## config.mk

```make
export PLATFORM = sky130hd
export DESIGN_NAME = bp_lce_mem_port_arbiter
export DESIGN_NICKNAME = d
export VERILOG_FILES = /design/src/rtl/bp_lce_mem_port_arbiter.sv
export SDC_FILE = /design/constraint.sdc
export NUM_CORES = 1
export LEC_CHECK = 0
export CORE_ASPECT_RATIO = 1.1
export CORE_MARGIN = 2
export CORE_UTILIZATION = 27
export DETAILED_ROUTE_END_ITERATION = 12
export GPL_TIMING_DRIVEN = 0
export PLACE_DENSITY_LB_ADDON = 0.25
export RECOVER_POWER = 25
export SLEW_MARGIN = 0
export SYNTH_ARGS = -nofsm -noshare
export SYNTH_HDL_FRONTEND = slang
export SYNTH_SLANG_ARGS = --single-unit
```

## constraint.sdc

```tcl
create_clock -name clk_i -period 2.1 [get_ports clk_i]
set_input_delay 0.42 -clock clk_i [delete_from_list [all_inputs] [get_ports clk_i]]
set_output_delay 0.42 -clock clk_i [all_outputs]
set_load 0.01 [all_outputs]
```

## src/rtl/bp_lce_mem_port_arbiter.sv

```systemverilog
// Shares one single-ported cache memory between the cache pipeline (priority) and the LCE.
// A wait counter forces an LCE grant after bounded starvation; a lock lets the LCE hold the port.
module bp_lce_mem_port_arbiter #(
   parameter int unsigned pkt_width_p         = 32,
   parameter int unsigned timeout_max_limit_p = 4,
   parameter int unsigned stat_cnt_width_p    = 16
) (
   input  logic                        clk_i,
   input  logic                        reset_n_i,

   input  logic                        cache_v_i,
   input  logic [pkt_width_p-1:0]      cache_pkt_i,
   input  logic                        cache_read_i,
   output logic                        cache_ready_o,
   output logic                        cache_data_v_o,

   input  logic                        lce_v_i,
   input  logic [pkt_width_p-1:0]      lce_pkt_i,
   input  logic                        lce_read_i,
   input  logic                        lce_lock_i,
   output logic                        lce_yumi_o,
   output logic                        lce_data_v_o,

   output logic                        mem_v_o,
   output logic [pkt_width_p-1:0]      mem_pkt_o,
   input  logic                        mem_ready_i,

   output logic [stat_cnt_width_p-1:0] starve_cnt_o
);

   localparam int unsigned wait_cnt_width_lp =
      ($clog2(timeout_max_limit_p + 1) > 0) ? $clog2(timeout_max_limit_p + 1) : 1;
   localparam logic [wait_cnt_width_lp-1:0] wait_max_lp =
      wait_cnt_width_lp'(timeout_max_limit_p);

   typedef enum logic [0:0] {e_open = 1'b0, e_locked = 1'b1} state_e;

   state_e                         state_r, state_n;
   logic [wait_cnt_width_lp-1:0]   wait_cnt_r, wait_cnt_n;
   logic                           starved;
   logic                           cache_grant;
   logic                           starve_inc;

   // State register
   always_ff @(posedge clk_i or negedge reset_n_i) begin
      if (!reset_n_i) state_r <= e_open;
      else            state_r <= state_n;
   end

   // Lock acquire/release happens only on a consumed LCE beat
   always_comb begin
      state_n = state_r;
      case (state_r)
         e_open:   if (lce_yumi_o &&  lce_lock_i) state_n = e_locked;
         e_locked: if (lce_yumi_o && !lce_lock_i) state_n = e_open;
         default:  state_n = e_open;
      endcase
   end

   // Grant logic: cache first unless locked or the LCE has waited too long
   always_comb begin
      starved       = (wait_cnt_r == wait_max_lp);
      cache_ready_o = mem_ready_i && (state_r == e_open) && !starved;
      cache_grant   = cache_v_i && cache_ready_o;
      lce_yumi_o    = lce_v_i && mem_ready_i && !cache_grant;
      mem_v_o       = cache_grant || lce_yumi_o;
      mem_pkt_o     = cache_grant ? cache_pkt_i : lce_pkt_i;

      wait_cnt_n = wait_cnt_r;
      if (!lce_v_i || lce_yumi_o)   wait_cnt_n = '0;
      else if (!starved)            wait_cnt_n = wait_cnt_r + wait_cnt_width_lp'(1);

      // Rising edge of starvation, registered in the same cycle wait_cnt reaches the limit
      starve_inc = (wait_cnt_n == wait_max_lp) && !starved;
   end

   always_ff @(posedge clk_i or negedge reset_n_i) begin
      if (!reset_n_i) begin
         wait_cnt_r     <= '0;
         cache_data_v_o <= 1'b0;
         lce_data_v_o   <= 1'b0;
         starve_cnt_o   <= '0;
      end else begin
         wait_cnt_r     <= wait_cnt_n;
         cache_data_v_o <= cache_grant && cache_read_i;
         lce_data_v_o   <= lce_yumi_o && lce_read_i;
         if (starve_inc && (starve_cnt_o != '1))
            starve_cnt_o <= starve_cnt_o + stat_cnt_width_p'(1);
      end
   end

endmodule

```

== Yosys cells after proc, flatten, opt, wreduce, memory -nomap -nowiden ==
Cells that the tools add are included.
Word-level totals
  flip-flop bits (word level): 22
  memory bits (read-only): 0
  logic and storage cells: 34
  memories: 0
  input bits: 72
  output and inout bits: 53
  bits in latches: 0
  memory bits (writable): 0
Cells by class
  reduce and logical (&&, ||, !) cells: 17
  divide/modulo/power cells: 0
  multipliers: 0
  muxes and demuxes: 6
  shift-type cells: 0
  bitwise logic cells: 1
  add/sub/neg operators: 2
  equal/unequal tests: 3
  $lt $le $gt $ge: 0
Operators with widths (count)
  $mux 32: 1
  $add 16x1->16 const B: 1
  $ne 16x16->1 const B: 1
  $logic_and 1x1->1: 11
  $eq 3x3->1 const B: 2
  $mux 3: 2
  $logic_not 1->1: 4
  $add 3x1->3 const B: 1
  $logic_or 1x1->1: 2
  $mux 1: 2
  $pmux 1 s2: 1
  $not 1->1: 1

== Depth between registers and ports, before layout ==
  word-level depth: 11
  gate-level depth with buffers: 7
  gate-level depth less buffers: 7

== Worst setup path after synthesis ==
OpenSTA, ideal clock, no wires.
  path kind: register -> output
  start point: reg wait_cnt_r[0]
  end point: out mem_pkt_o[10]
  stages on the path, launching flop included: 8
  arrival time: 1750 ps
  buffers on the path: 1
  data required time: 1680 ps
  path slack: -70 ps
  path through: dfrtp_1 -> inv_1 -> ha_1 -> a21oi_2 -> and2_0 -> nand2_1 -> buf_2 -> mux2_2
Between the ends
  cells in the longest elaborated chain, start to end: 5
Ends and longest elaborated chain
  start: declaration: RTL line 39  | logic [wait_cnt_width_lp-1:0] wait_cnt_r, wait_cnt_n;
  start signal: assignment: RTL line 84  | wait_cnt_r <= wait_cnt_n;
  $eq 3x3->1: RTL line 62  | starved = (wait_cnt_r == wait_max_lp);
  $logic_not 1->1: RTL line 63  | cache_ready_o = mem_ready_i && (state_r == e_open) && !starved;
  $logic_and 1x1->1: RTL line 63
  named net cache_ready_o: RTL line 14  | output logic cache_ready_o,
  $logic_and 1x1->1: RTL line 64  | cache_grant = cache_v_i && cache_ready_o;
  $mux 32: RTL line 67  | mem_pkt_o = cache_grant ? cache_pkt_i : lce_pkt_i;
  end: declaration: RTL line 25  | output logic [pkt_width_p-1:0] mem_pkt_o,
The timed path passes the listed nets, and every way through them passes these cells.

== Worst setup path after layout ==
  start point: reg wait_cnt_r[1]
  end point: out mem_pkt_o[12]
Between the ends
  cells in the longest elaborated chain, start to end: 5
Ends and longest elaborated chain (RTL line)
  $eq 3x3->1: 62
  $logic_not 1->1: 63
  $logic_and 1x1->1: 63
  $logic_and 1x1->1: 64
  $mux 32: 67
Every way passes these cells.

==> flow_metrics.env <==
export IMPL_yosys_area_share_simple_pct=21.2
export IMPL_hp_class="reg2reg"
export IMPL_crit_type="reg2out"
export IMPL_via_per_inst=4.58
export IMPL_drc=0
export IMPL_synth_compound_area_share_pct=2.11
export IMPL_cts_root_buffer="clkbuf_8"
export IMPL_grt_antenna_before_repair=0
export IMPL_async_flop_share_pct=100
export IMPL_placedCellCount=342
export IMPL_syn_num_nets=218
export IMPL_grt_usage_pct=16.5
export IMPL_violations="negative setup slack"
export IMPL_leakagePower_nw=1.36
export IMPL_worst_pin_slew_ns=1.01
export IMPL_gp_congestion=0.786
export IMPL_syn_inst=143
export IMPL_critPathMaxFanout=7
export IMPL_antenna_left=0
export IMPL_nNetsFinal=356
export IMPL_fp_dieH_um=81.8
export IMPL_synth_xor_area_share_pct=9.44
export IMPL_drtIter0Drc=18
export IMPL_port_buffers=124
export IMPL_ys_top_cells_by_area="dfrtp_1 37%, mux2_2 26%, xnor2_1 4.7%, xor2_1 4.7%, nand3_1 3.0%"
export IMPL_synth_cell_type_count=27
export IMPL_synth_seq_cells=22
export IMPL_power_density_mw_per_mm2=414
export IMPL_layout_min_cycle_time_ns=2.30
export IMPL_clock_skew_ns=0.00618
export IMPL_arrival_ns=1.88
export IMPL_seq_area_frac_synth_pct=37.1
export IMPL_numClockSinks=22
export IMPL_clock_fmax_ghz=0.435
export IMPL_cts_tree="built"
export IMPL_insertion_delay_ns=0.27
export IMPL_setup_slack_ns=-0.201
export IMPL_synth_flop_cell="dfrtp_1"
export IMPL_grt_max_degree=23
export IMPL_cts_buffers_inserted=3
export IMPL_die_area_mm2=0.00611
export IMPL_cap_violations=0
export IMPL_overflow=0
export IMPL_htreeDepth=1
export IMPL_grt_pass1_vias=1720
export IMPL_synth_top_cell_area_share_pct=37.1
export IMPL_grt_setup_unrepaired="yes"
export IMPL_syn_avg_cell_area_um2=10.4
export IMPL_n_antenna_cell=0
export IMPL_fin_cells=355
export IMPL_synth_edf_count=0
export IMPL_grt_pass1_wl_um=7770
export IMPL_core_area_mm2=0.00536
export IMPL_rows=28
export IMPL_vdd_drop_max_v=0.000273
export IMPL_clkTransAtPathRegs_ns=0.08
export IMPL_period_share_pct=110
export IMPL_start_util_pct=27.7
export IMPL_setup_viol=33
export IMPL_relSlewSlack_pct=32.3
export IMPL_synth_top_cell_by_area="dfrtp_1"
export IMPL_synth_top_family_by_area="multiplexers"
export IMPL_cp_data_required_time_ns=1.68
export IMPL_finalHoldViolCount=0
export IMPL_netlist_area_mm2=0.00148
export IMPL_route_vias_total=1625
export IMPL_hpwl_um=3990
export IMPL_dr_pass1_iters=4
export IMPL_worst_setup_path_end_kind="output pin"
export IMPL_drive_gt1_share_pct=35.4
export IMPL_wl_per_cell_um=14.1
export IMPL_cts_buffer_depth=2
export IMPL_synth_adder_area_share_pct=2.53
export IMPL_syn_to_final_growth_pct=111
export IMPL_die_w_um=74.7
export IMPL_status="finished, violations left"
export IMPL_finalMaxSlewViolations=0
export IMPL_hold_ws_ns=0.489
export IMPL_synth_most_common_cell="mux2_2"
export IMPL_synth_common_cells="34 x mux2_2, 22 x dfrtp_1, 12 x nand2_1, 12 x nor2_1, 9 x nand3_1"
export IMPL_routed_wl_um=5000
export IMPL_io_pins=125
export IMPL_start_kind="register"
export IMPL_synth_area_mux_share_pct=25.8
export IMPL_synth_warning_count=0
[where the power goes]
| part | internal (W) | switching, W | total, W |
|---|---|---|---|
| Combinational | 0.000361 | 0.000181 | 0.000542 |
| Sequential | 0.000436 | 0.0000123 | 0.000448 |
| Clock | 0.000167 | 0.000141 | 0.000308 |
| Total | 0.000964 | 0.000334 | 0.00130 |
[what timing repair did]
item,4_1_cts,5_1_grt
gates cloned,3,0
pin swaps,3,1
resized for setup,195,5
setup buffers,5,1
setup endpoints to repair,41,38
hold buffers,0,0
[logic make-up after synthesis]
kind of cell,Yosys count
and+or+nand+nor,57
DFF,22
xor gates and xnor gates,16
AOI/OAI and AO/OA,5
muxes,34
adders and majority gates,3
buffers and inverters,6
[critical path, cell delays in order, from the launching register on]
cell and delay [ns]:
dfrtp_1 0.37, inv_2 0.05, ha_4 0.16, a21oi_4 0.13, and2_4 0.19, nand2_8 0.12, buf_16 0.18, mux2_2 0.28
buf_6 0.13
[area by class of cell]
type                    count  area (um2)
plain buffers               3        45.0
inverters                   3        11.3
fillers                   446        2220
well taps                  75        93.8
clock buffers               4        55.1
multi-input cells         115         962
repair buffers            133        1420
flip-flops and latches     22         551
[metal layers]
| metal | vias to the layer above | GRT usage [%] | part of all wire, % |
|---|---|---|---|
| met4 | 0 | 2.68 | 0.52 |
| met3 | 4 | 6.13 | 9.5 |
| met5 | - | 0 | 0 |
| li1 | 784 | - | - |
| met1 | 760 | 18.9 | 37 |
| met2 | 77 | 29.6 | 53 |
[final timing paths]
kind | cells after the start | slack [ns] | start | to
worst max-delay path | 8 | -0.20 | wait_cnt_r[1] | mem_pkt_o[12]
min in group asynchronous | 1 | 0.77 | reset_n_i | starve_cnt_o[6]
max in group asynchronous | 1 | 0.72 | reset_n_i | starve_cnt_o[14]
worst max register to register | 7 | 0.03 | wait_cnt_r[0] | starve_cnt_o[13]
worst min-delay path | 1 | 0.49 | starve_cnt_o[15] | starve_cnt_o[15]
worst min register to register | 1 | 0.49 | starve_cnt_o[15] | starve_cnt_o[15]
[flip-flops by register name (all words and copies together) (netlist names), named ones only]
name and flops:
cache_data_v_o 1, lce_data_v_o 1, starve_cnt_o 16, wait_cnt_r 3
[metrics by stage]
| stage | setup TNS, ns | setup slack [ns] | power [W] | instance area [um2] | util [%] |
|---|---|---|---|---|---|
| after floorplan | 0 | 0.00192 | 0.000614 | 1490 | - |
| after CTS | -7.08 | -0.230 | 0.00130 | 3120 | 58.1 |
| after global routing | -8.78 | -0.275 | 0.00136 | 3140 | 58.5 |
| after global placement | -22.40 | -0.703 | 0.000899 | 2830 | 52.7 |
| after detailed placement | -22.29 | -0.695 | 0.000902 | 2830 | 52.7 |
| final | -6.05 | -0.201 | 0.00130 | 3140 | 58.5 |
[placed cells by master, fill, tap and decap left out, drive strengths merged, types with 5 or more instances in the layout]
cell,n
buf,45
clkbuf,5
clkdlybuf4s50,88
dfrtp,22
mux2,34
nand2,12
nand3,9
nand4,7
nor2,12
xnor2,8
xor2,8
(Power assumes the default switching activity.)
